**src/rtl/mem_arbiter_pkg.sv**
```systemverilog
// Shared widths, source IDs and state encoding for the main-memory arbiter.
package mem_arbiter_pkg;

    // Main-memory channel widths
    localparam int MEM_ADDR_BITS   = 32;
    localparam int MEM_DATA_BITS   = 64;
    localparam int MEM_TAG_BITS    = 5;
    localparam int MEM_DATA_CYCLES = 4;

    // Source IDs carried in the MSB of the memory tag
    localparam logic MEM_SRC_IC = 1'b0;
    localparam logic MEM_SRC_DC = 1'b1;

    typedef enum logic {
        ARB_IDLE  = 1'b0,
        ARB_WDATA = 1'b1
    } arb_state_e;

    // Beat counter width; a single-beat write still needs a 1-bit counter
    function automatic int beat_cnt_width(input int beats);
        return (beats <= 1) ? 1 : $clog2(beats);
    endfunction

endpackage

```
**src/rtl/mem_arbiter_rr_arb2.sv**
```systemverilog
// Two-input round-robin picker. Owns the favoured-port pointer; the pointer
// moves to the non-winner only when the caller signals an accepted grant.
module rr_arb2
    import mem_arbiter_pkg::*;
(
    input  logic       clk,
    input  logic       reset,
    input  logic [1:0] req,
    input  logic       advance,
    output logic [1:0] grant,
    output logic       grant_idx
);

    logic prio_reg;

    // On a conflict the favoured port wins; otherwise the lone requester wins
    assign grant_idx = (req == 2'b11) ? prio_reg : req[1];

    genvar gi;
    generate
        for (gi = 0; gi < 2; gi++) begin : g_grant
            assign grant[gi] = req[gi] & (grant_idx == 1'(gi));
        end
    endgenerate

    // Favour the other port after every accepted grant
    always_ff @(posedge clk) begin
        if (reset) begin
            prio_reg <= MEM_SRC_IC;
        end else if (advance) begin
            prio_reg <= ~grant_idx;
        end
    end

endmodule

```
**src/rtl/mem_arbiter.sv**
```systemverilog
// Shares the main-memory request/data/response channel between the icache
// refill port and the dcache refill/writeback port. Requests are arbitrated
// round-robin, a write locks the channel for its data beats, and responses
// are steered back by the source bit prepended to the tag.
module mem_arbiter
    import mem_arbiter_pkg::*;
#(
    parameter int WRITE_BEATS   = MEM_DATA_CYCLES,
    parameter int ADDR_BITS     = MEM_ADDR_BITS,
    parameter int DATA_BITS     = MEM_DATA_BITS,
    parameter int TAG_BITS      = MEM_TAG_BITS
) (
    input  logic                   clk,
    input  logic                   reset,

    // icache refill port (reads only)
    input  logic                   ic_mem_req_valid,
    output logic                   ic_mem_req_ready,
    input  logic                   ic_mem_req_rw,
    input  logic [ADDR_BITS-1:0]   ic_mem_req_addr,
    input  logic [TAG_BITS-2:0]    ic_mem_req_tag,
    output logic                   ic_mem_resp_valid,
    output logic [TAG_BITS-2:0]    ic_mem_resp_tag,
    output logic [DATA_BITS-1:0]   ic_mem_resp_data,

    // dcache refill/writeback port
    input  logic                   dc_mem_req_valid,
    output logic                   dc_mem_req_ready,
    input  logic                   dc_mem_req_rw,
    input  logic [ADDR_BITS-1:0]   dc_mem_req_addr,
    input  logic [TAG_BITS-2:0]    dc_mem_req_tag,
    input  logic                   dc_mem_req_data_valid,
    output logic                   dc_mem_req_data_ready,
    input  logic [DATA_BITS-1:0]   dc_mem_req_data_bits,
    input  logic [DATA_BITS/8-1:0] dc_mem_req_data_mask,
    output logic                   dc_mem_resp_valid,
    output logic [TAG_BITS-2:0]    dc_mem_resp_tag,
    output logic [DATA_BITS-1:0]   dc_mem_resp_data,

    // main-memory channel
    output logic                   mem_req_valid,
    input  logic                   mem_req_ready,
    output logic                   mem_req_rw,
    output logic [ADDR_BITS-1:0]   mem_req_addr,
    output logic [TAG_BITS-1:0]    mem_req_tag,
    output logic                   mem_req_data_valid,
    input  logic                   mem_req_data_ready,
    output logic [DATA_BITS-1:0]   mem_req_data_bits,
    output logic [DATA_BITS/8-1:0] mem_req_data_mask,
    input  logic                   mem_resp_valid,
    input  logic [TAG_BITS-1:0]    mem_resp_tag,
    input  logic [DATA_BITS-1:0]   mem_resp_data
);

    localparam int              TW        = TAG_BITS - 1;
    localparam int              CW        = beat_cnt_width(WRITE_BEATS);
    localparam logic [CW-1:0]   LAST_BEAT = CW'(WRITE_BEATS - 1);

    arb_state_e     state_reg;
    logic           owner_reg;
    logic [CW-1:0]  cnt_reg;

    logic           in_idle;
    logic           data_path_en;
    logic           ic_req_ok;
    logic [1:0]     arb_req;
    logic [1:0]     arb_grant;
    logic           grant_idx;
    logic           req_fire;
    logic           beat_fire;
    logic [1:0]     resp_hit;

    // ------------------------------------------------------------------
    // Request arbitration
    // ------------------------------------------------------------------

    // An icache write has nowhere to get data from, so it is never offered
    assign ic_req_ok = ic_mem_req_valid & ~ic_mem_req_rw;

    // Requests compete only in IDLE and never while reset is held
    assign in_idle = ~reset & (state_reg == ARB_IDLE);
    assign arb_req = in_idle ? {dc_mem_req_valid, ic_req_ok} : 2'b00;

    rr_arb2 u_rr_arb2 (
        .clk       (clk),
        .reset     (reset),
        .req       (arb_req),
        .advance   (req_fire),
        .grant     (arb_grant),
        .grant_idx (grant_idx)
    );

    assign mem_req_valid = |arb_req;
    assign req_fire      = mem_req_valid & mem_req_ready;

    // Winner's fields go to memory with its source ID prepended to the tag
    assign mem_req_rw   = (grant_idx == MEM_SRC_DC) ? dc_mem_req_rw : 1'b0;
    assign mem_req_addr = (grant_idx == MEM_SRC_DC) ? dc_mem_req_addr : ic_mem_req_addr;
    assign mem_req_tag  = {grant_idx,
                           (grant_idx == MEM_SRC_DC) ? dc_mem_req_tag : ic_mem_req_tag};

    assign ic_mem_req_ready = arb_grant[MEM_SRC_IC] & mem_req_ready;
    assign dc_mem_req_ready = arb_grant[MEM_SRC_DC] & mem_req_ready;

    // ------------------------------------------------------------------
    // Write data channel: open only while the dcache owns a write
    // ------------------------------------------------------------------
    assign data_path_en = ~reset & (state_reg == ARB_WDATA) & (owner_reg == MEM_SRC_DC);

    assign mem_req_data_valid    = data_path_en & dc_mem_req_data_valid;
    assign dc_mem_req_data_ready = data_path_en & mem_req_data_ready;
    assign mem_req_data_bits     = dc_mem_req_data_bits;
    assign mem_req_data_mask     = dc_mem_req_data_mask;

    assign beat_fire = mem_req_data_valid & mem_req_data_ready;

    // Lock the channel after an accepted write until its last beat is taken
    always_ff @(posedge clk) begin
        if (reset) begin
            state_reg <= ARB_IDLE;
            owner_reg <= MEM_SRC_IC;
            cnt_reg   <= '0;
        end else begin
            case (state_reg)
                ARB_IDLE: begin
                    if (req_fire && mem_req_rw) begin
                        state_reg <= ARB_WDATA;
                        owner_reg <= grant_idx;
                        cnt_reg   <= '0;
                    end
                end
                ARB_WDATA: begin
                    if (beat_fire) begin
                        if (cnt_reg == LAST_BEAT) begin
                            state_reg <= ARB_IDLE;
                            cnt_reg   <= '0;
                        end else begin
                            cnt_reg <= cnt_reg + 1'b1;
                        end
                    end
                end
                default: begin
                    state_reg <= ARB_IDLE;
                    cnt_reg   <= '0;
                end
            endcase
        end
    end

    // ------------------------------------------------------------------
    // Response steering: live in every state, including reset
    // ------------------------------------------------------------------
    genvar gi;
    generate
        for (gi = 0; gi < 2; gi++) begin : g_resp
            assign resp_hit[gi] = mem_resp_valid & (mem_resp_tag[TW] == 1'(gi));
        end
    endgenerate

    assign ic_mem_resp_valid = resp_hit[MEM_SRC_IC];
    assign dc_mem_resp_valid = resp_hit[MEM_SRC_DC];
    assign ic_mem_resp_tag   = mem_resp_tag[TW-1:0];
    assign dc_mem_resp_tag   = mem_resp_tag[TW-1:0];
    assign ic_mem_resp_data  = mem_resp_data;
    assign dc_mem_resp_data  = mem_resp_data;

`ifndef SYNTHESIS
    // An icache write request is a protocol violation by the requester
    ic_write_illegal: assert property (@(posedge clk) disable iff (reset)
        !(ic_mem_req_valid && ic_mem_req_rw));
`endif

endmodule
```
**config.mk**
```make
export PLATFORM = sky130hd
export DESIGN_NAME = mem_arbiter
export DESIGN_NICKNAME = d
export VERILOG_FILES = /design/src/rtl/mem_arbiter_pkg.sv /design/src/rtl/mem_arbiter_rr_arb2.sv /design/src/rtl/mem_arbiter.sv
export SDC_FILE = /design/constraint.sdc
export NUM_CORES = 1
export LEC_CHECK = 0
export ABC_AREA = 1
export CORE_AREA = 2 2 184 186
export CTS_CLUSTER_DIAMETER = 80
export CTS_CLUSTER_SIZE = 25
export DETAILED_ROUTE_END_ITERATION = 16
export DIE_AREA = 0 0 186 188
export GPL_ROUTABILITY_DRIVEN = 0
export PLACE_DENSITY_LB_ADDON = 0.12
export SETUP_SLACK_MARGIN = 0.2
export SYNTH_ARGS = -nofsm -noshare
export SYNTH_HDL_FRONTEND = slang
export SYNTH_HIERARCHICAL = 1
export SYNTH_SLANG_ARGS = --single-unit
```
**constraint.sdc**
```tcl
create_clock -name clk -period 3.9 [get_ports clk]
set_input_delay 0.39 -clock clk [delete_from_list [all_inputs] [get_ports clk]]
set_output_delay 0.39 -clock clk [all_outputs]
set_load 0.005 [all_outputs]
```
==> impl_metrics.toml, run 1 <==
[finish]
nets = 450
drive_above_1_share_pct = 21.8
largest_reg_flops = 2
mostFrequentLayoutCells = "127 x clkdlybuf4s50_1, 36 x mux2_2, 14 x nand2_1"
final_area_sq_um = 2690
final_common_cell = "clkdlybuf4s50_1"
n_antenna_cell = 0
area_growth_pct = 13.5
fill_cells = 3886

[critical_path]
critPathKind = "in -> out"
critPathArrivalTime_ps = 2780
cp-start-kind = "primary input"
required_ps = 3510
end_kind = "output pin"
cp_max_fo = 28

[floorplan]
io_pins = 476
num_rows = 67
dieWidth_um = 186
start_util_pct = 7.15
die_h_um = 188
core_area_sq_um = 33100
dieArea_sq_um = 35000

[drt]
drt_iter0_markers = 48
dr.pass1.iters = 4
via_count = 1352
antenna_left = 0
drc = 0
routedWlPerCell_um = 11.9
vias_per_cell = 2.01
wirelength_um = 7980

[timing]
drv_slew = 0
fin_tns_setup_ps = 0
max_freq_mhz = 315
tightest_slew_ps = 401
period_minus_slack_ps = 3170
min_period_over_period_pct = 81.3
hold_viol = 0
slew_headroom_pct = 73.3
setup_violations = 0
rsz0062_at_grt = "no"
clock_skew_ps = 0.122

[status]
outcome = "finished clean"

[placed_design]
placed_cell_area_sq_um = 2610
hpwl_um = 6930
port_buffers = 127

[synthesis]
postSynthAreaPerCell_sq_um = 7.76
synthCells = 305
syn_area_sq_um = 2370
synth_fp_nets = 529
yosysSeqAreaShare_pct = 4.23
yosys_warnings = 6
ys_ff_latch = 5
synth_cell_types = 17

[power]
p_int_mw = 0.348
p_sw_share_pct = 22.7
pwr_density_cell_nw_per_um2 = 168
max-vdd-ir-drop_uv = 135
clkPwrFrac_pct = 37.5
p_seq_share_pct = 11.8
combPwrFrac_pct = 50.6
p_leak_nw = 0.893
p_switching_mw = 0.102

[grt]
grtUsageTotal_pct = 4.20
grt-ovfl-total = 0
grt_start_max_net_pins = 29
antenna_found_initial = 0
grt_pass1_wl_um = 10600
grt_pass1_vias = 1504

[flow_run]
maxCapViolCount = 0

[cts]
hold_buffers = 0
cts_buffers = 3
cts_tree = "done"
post_cts_resized = 0
cts_sinks = 5
worstSkewPairLatency_ps = 220
clockBufferDepth = 2
post-cts-setup-buffer-count = 0
root_buffer = "clkbuf_16"
clk_pin_slew_ps = 30
htree_levels = 1

[worst_hold_path]
worstHoldPathType = "reg -> reg"
[worst paths after layout]
| path | startpoint | cells after the start | slack [ps] | to |
|---|---|---|---|---|
| worst min register to register | cnt_reg[0]$_SDFFE_PP0P_ | 1 | 450 | cnt_reg[0]$_SDFFE_PP0P_ |
| worst min-delay path | cnt_reg[0]$_SDFFE_PP0P_ | 1 | 450 | cnt_reg[0]$_SDFFE_PP0P_ |
| worst max register to register | state_reg$_SDFF_PP0_ | 10 | 2260 | cnt_reg[1]$_SDFFE_PP0P_ |
| worst max-delay path | reset | 8 | 730 | mem_req_addr[22] |
[cells in the mapped netlist]
| library cell | n | share of area [%] |
|---|---|---|
| nand2_2 | 2 | 0.53 |
| a21boi_0 | 2 | 0.63 |
| inv_2 | 2 | 0.32 |
| nand2_1 | 14 | 2.2 |
| dfxtp_1 | 5 | 4.2 |
| nand3_1 | 2 | 0.42 |
| o21ai_0 | 1 | 0.21 |
| nand3_2 | 2 | 0.85 |
| a21oi_1 | 3 | 0.63 |
| a21boi_2 | 1 | 0.48 |
| buf_6 | 4 | 1.9 |
| inv_1 | 13 | 2.1 |
| ha_1 | 1 | 0.53 |
| nor2_1 | 7 | 1.1 |
| mux2_2 | 36 | 17 |
| nor2_4 | 1 | 0.48 |
| buf_4 | 209 | 66 |
[layout make-up]
class / instances / area, sq um / area share, %
Timing Repair Buffer: 129 / 1290 / 47.9
Multi-Input combinational cell: 72 / 604 / 22.5
Tap cell: 448 / 561 / 20.9
Sequential cell: 5 / 100 / 3.73
Clock buffer: 4 / 78.8 / 2.93
Inverter: 15 / 56.3 / 2.10
[metrics by stage]
step	power [mW]	utilization [%]	std cells	hold WS, ps	worst slack [ps]
finish	0.450	8.11	673	455	730
CTS	0.459	8.11	673	464	666
floorplan	0.290	-	305	432	2010
detailed placement	0.285	7.87	669	457	679
global route	0.475	8.11	673	481	543
global placement	0.289	7.87	669	457	700
[logic make-up (layout without fill, tap and decap cells)]
kind of cell | Yosys count | in the layout | share of synthesized area (%)
buffers and inverters | 228 | 148 | 70.6
muxes | 36 | 36 | 17.1
and+or+nand+nor | 28 | 28 | 5.60
AOI/OAI and AO/OA | 7 | 7 | 1.95
DFF | 5 | 5 | 4.23
adders and majority gates | 1 | 1 | 0.528
[power groups by stage]
stage          registers (mW)  logic (mW)  clock network, mW
5_1_grt                0.0534       0.243              0.179
4_1_cts                0.0534       0.233              0.172
3_3_place_gp           0.0542       0.235                  0
3_5_place_dp           0.0541       0.231                  0
2_1_floorplan          0.0539       0.236                  0
6_report               0.0533       0.228              0.169
[critical path: stages]
cell	delay, ps
clkdlybuf4s50_1	520
nor2_1	180
nand2_1	110
inv_1	110
a21boi_4	180
buf_4	360
mux2_2	400
clkdlybuf4s50_1	490
[routing by layer]
layer | track usage [%] | wire length, um | up-vias
met3 | 2.43 | 1110 | 54
met4 | 2.54 | 460 | 0
met1 | 4.17 | 2610 | 580
met2 | 6.75 | 3810 | 144
met5 | 0 | 0 | -
li1 | - | - | 574
(Power assumes the default switching activity.)
==> run 2: changes to the inputs <==
--- a/config.mk
+++ b/config.mk
@@ -6,11 +6,11 @@
 export NUM_CORES = 1
 export LEC_CHECK = 0
 export ABC_AREA = 1
-export CORE_AREA = 2 2 184 186
+export CORE_AREA = 2 2 188 190
 export CTS_CLUSTER_DIAMETER = 80
 export CTS_CLUSTER_SIZE = 25
 export DETAILED_ROUTE_END_ITERATION = 16
-export DIE_AREA = 0 0 186 188
+export DIE_AREA = 0 0 190 192
 export GPL_ROUTABILITY_DRIVEN = 0
 export PLACE_DENSITY_LB_ADDON = 0.12
 export SETUP_SLACK_MARGIN = 0.2
==> constraint.sdc (replaced) <==
create_clock -name clk -period 2.74 [get_ports clk]
set_input_delay 0.274 -clock clk [delete_from_list [all_inputs] [get_ports clk]]
set_output_delay 0.274 -clock clk [all_outputs]
set_load 0.005 [all_outputs]
==> impl_metrics.toml, run 2 (same netlist as run 1, synthesis figures left out) <==
[critical_path]
required_ps = 2470
end_kind = "output pin"
cp_max_fo = 15
critPathArrivalTime_ps = 2310
cp-start-kind = "primary input"
critPathKind = "in -> out"

[grt]
grt_start_max_net_pins = 18
antenna_found_initial = 0
grt_pass1_vias = 1557
grtUsageTotal_pct = 4.23
grt_pass1_wl_um = 11000
grt-ovfl-total = 0

[timing]
min_period_over_period_pct = 94.4
drv_slew = 0
tightest_slew_ps = 281
max_freq_mhz = 387
whs_ps = 460
clock_skew_ps = 1.69
hold_viol = 0
rsz0062_at_grt = "yes"
period_minus_slack_ps = 2590
fin_tns_setup_ps = 0
setup_violations = 0
slew_headroom_pct = 81.1

[power]
max-vdd-ir-drop_uv = 126
p_int_mw = 0.503
p_leak_nw = 1.14
p_switching_mw = 0.147
clkPwrFrac_pct = 36.8
p_sw_share_pct = 22.6
combPwrFrac_pct = 51.5
pwr_density_cell_nw_per_um2 = 228
p_seq_share_pct = 11.7

[floorplan]
num_rows = 68
die_h_um = 192
start_util_pct = 6.90
dieWidth_um = 190
core_area_sq_um = 34300
dieArea_sq_um = 36500
io_pins = 476

[finish]
final_util_pct = 8.33
nets = 458
drive_above_1_share_pct = 26.6
final_common_cell = "clkdlybuf4s50_1"
n_antenna_cell = 0
mostFrequentLayoutCells = "105 x clkdlybuf4s50_1, 36 x mux2_2, 19 x dlymetal6s2s_1"
area_growth_pct = 20.6
largest_reg_flops = 2

[drt]
via_count = 1371
antenna_left = 0
drc = 0
drt_iter0_markers = 15
wirelength_um = 8320
dr.pass1.iters = 2
routedWlPerCell_um = 12.1
vias_per_cell = 1.99

[cts]
worstSkewPairLatency_ps = 230
cts_tree = "done"
hold_buffers = 0
root_buffer = "clkbuf_16"
htree_levels = 1
clk_pin_slew_ps = 30
cts_sinks = 5
cts_buffers = 3
clockBufferDepth = 2

[placed_design]
port_buffers = 127
hpwl_um = 6980

[flow_run]
maxCapViolCount = 0

[status]
outcome = "finished clean"

[worst_hold_path]
worstHoldPathType = "reg -> reg"
[run 2: metal layers]
metal | global-route usage, % | routed length, um | vias up
met5 | 0 | 0 | -
met4 | 2.56 | 436 | 0
met3 | 2.38 | 1080 | 54
met2 | 7.45 | 4270 | 151
met1 | 3.78 | 2540 | 572
li1 | - | - | 594
[run 2: repair_timing]
action                                  in CTS  in global routing
setup buffers                                3                  2
pin swaps                                    0                  1
cloned                                       1                  0
endpoints found under the setup margin      36                 38
resized for setup                            8                 21
[run 2: critical path, cell delays in order]
cell	delay, ps
clkdlybuf4s50_1	430
nor2_2	130
nand2_1	90
inv_2	70
a21boi_4	220
buf_4	150
buf_12	140
mux2_2	340
clkdlybuf4s50_1	450
[run 2: worst paths after layout]
path,depth (start not counted),end,start,slack (ps)
worst max register to register,11,cnt_reg[1]$_SDFFE_PP0P_,state_reg$_SDFF_PP0_,1040
worst min-delay path,1,cnt_reg[0]$_SDFFE_PP0P_,cnt_reg[0]$_SDFFE_PP0P_,460
worst min register to register,1,cnt_reg[0]$_SDFFE_PP0P_,cnt_reg[0]$_SDFFE_PP0P_,460
worst max-delay path,9,mem_req_addr[24],reset,150
[run 2: final cells by class]
cell class	instances	area, sq um
Clock buffer	4	78.8
Fill cell	3998	31400
Inverter	15	56.3
Multi-Input combinational cell	72	612
Sequential cell	5	100
Tap cell	455	569
Timing Repair Buffer	137	1440
[run 2: stage by stage]
stage | cells | instance area [sq um] | setup WS [ps] | power [mW]
after global placement | 678 | 2660 | 15.2 | 0.417
after global routing | 688 | 2860 | 30.4 | 0.690
final | 688 | 2860 | 155 | 0.650
after CTS | 686 | 2790 | 86.1 | 0.672
after detailed placement | 678 | 2660 | 70.7 | 0.412
after floorplan | 305 | 2370 | 1050 | 0.413
[run 2: power by group through the flow]
stage / clock network (mW) / registers [mW] / logic [mW]
finish: 0.239 / 0.0761 / 0.335
global route: 0.251 / 0.0764 / 0.362
CTS: 0.246 / 0.0761 / 0.350
detailed placement: 0 / 0.0771 / 0.335
global placement: 0 / 0.0771 / 0.340
floorplan: 0 / 0.0768 / 0.336
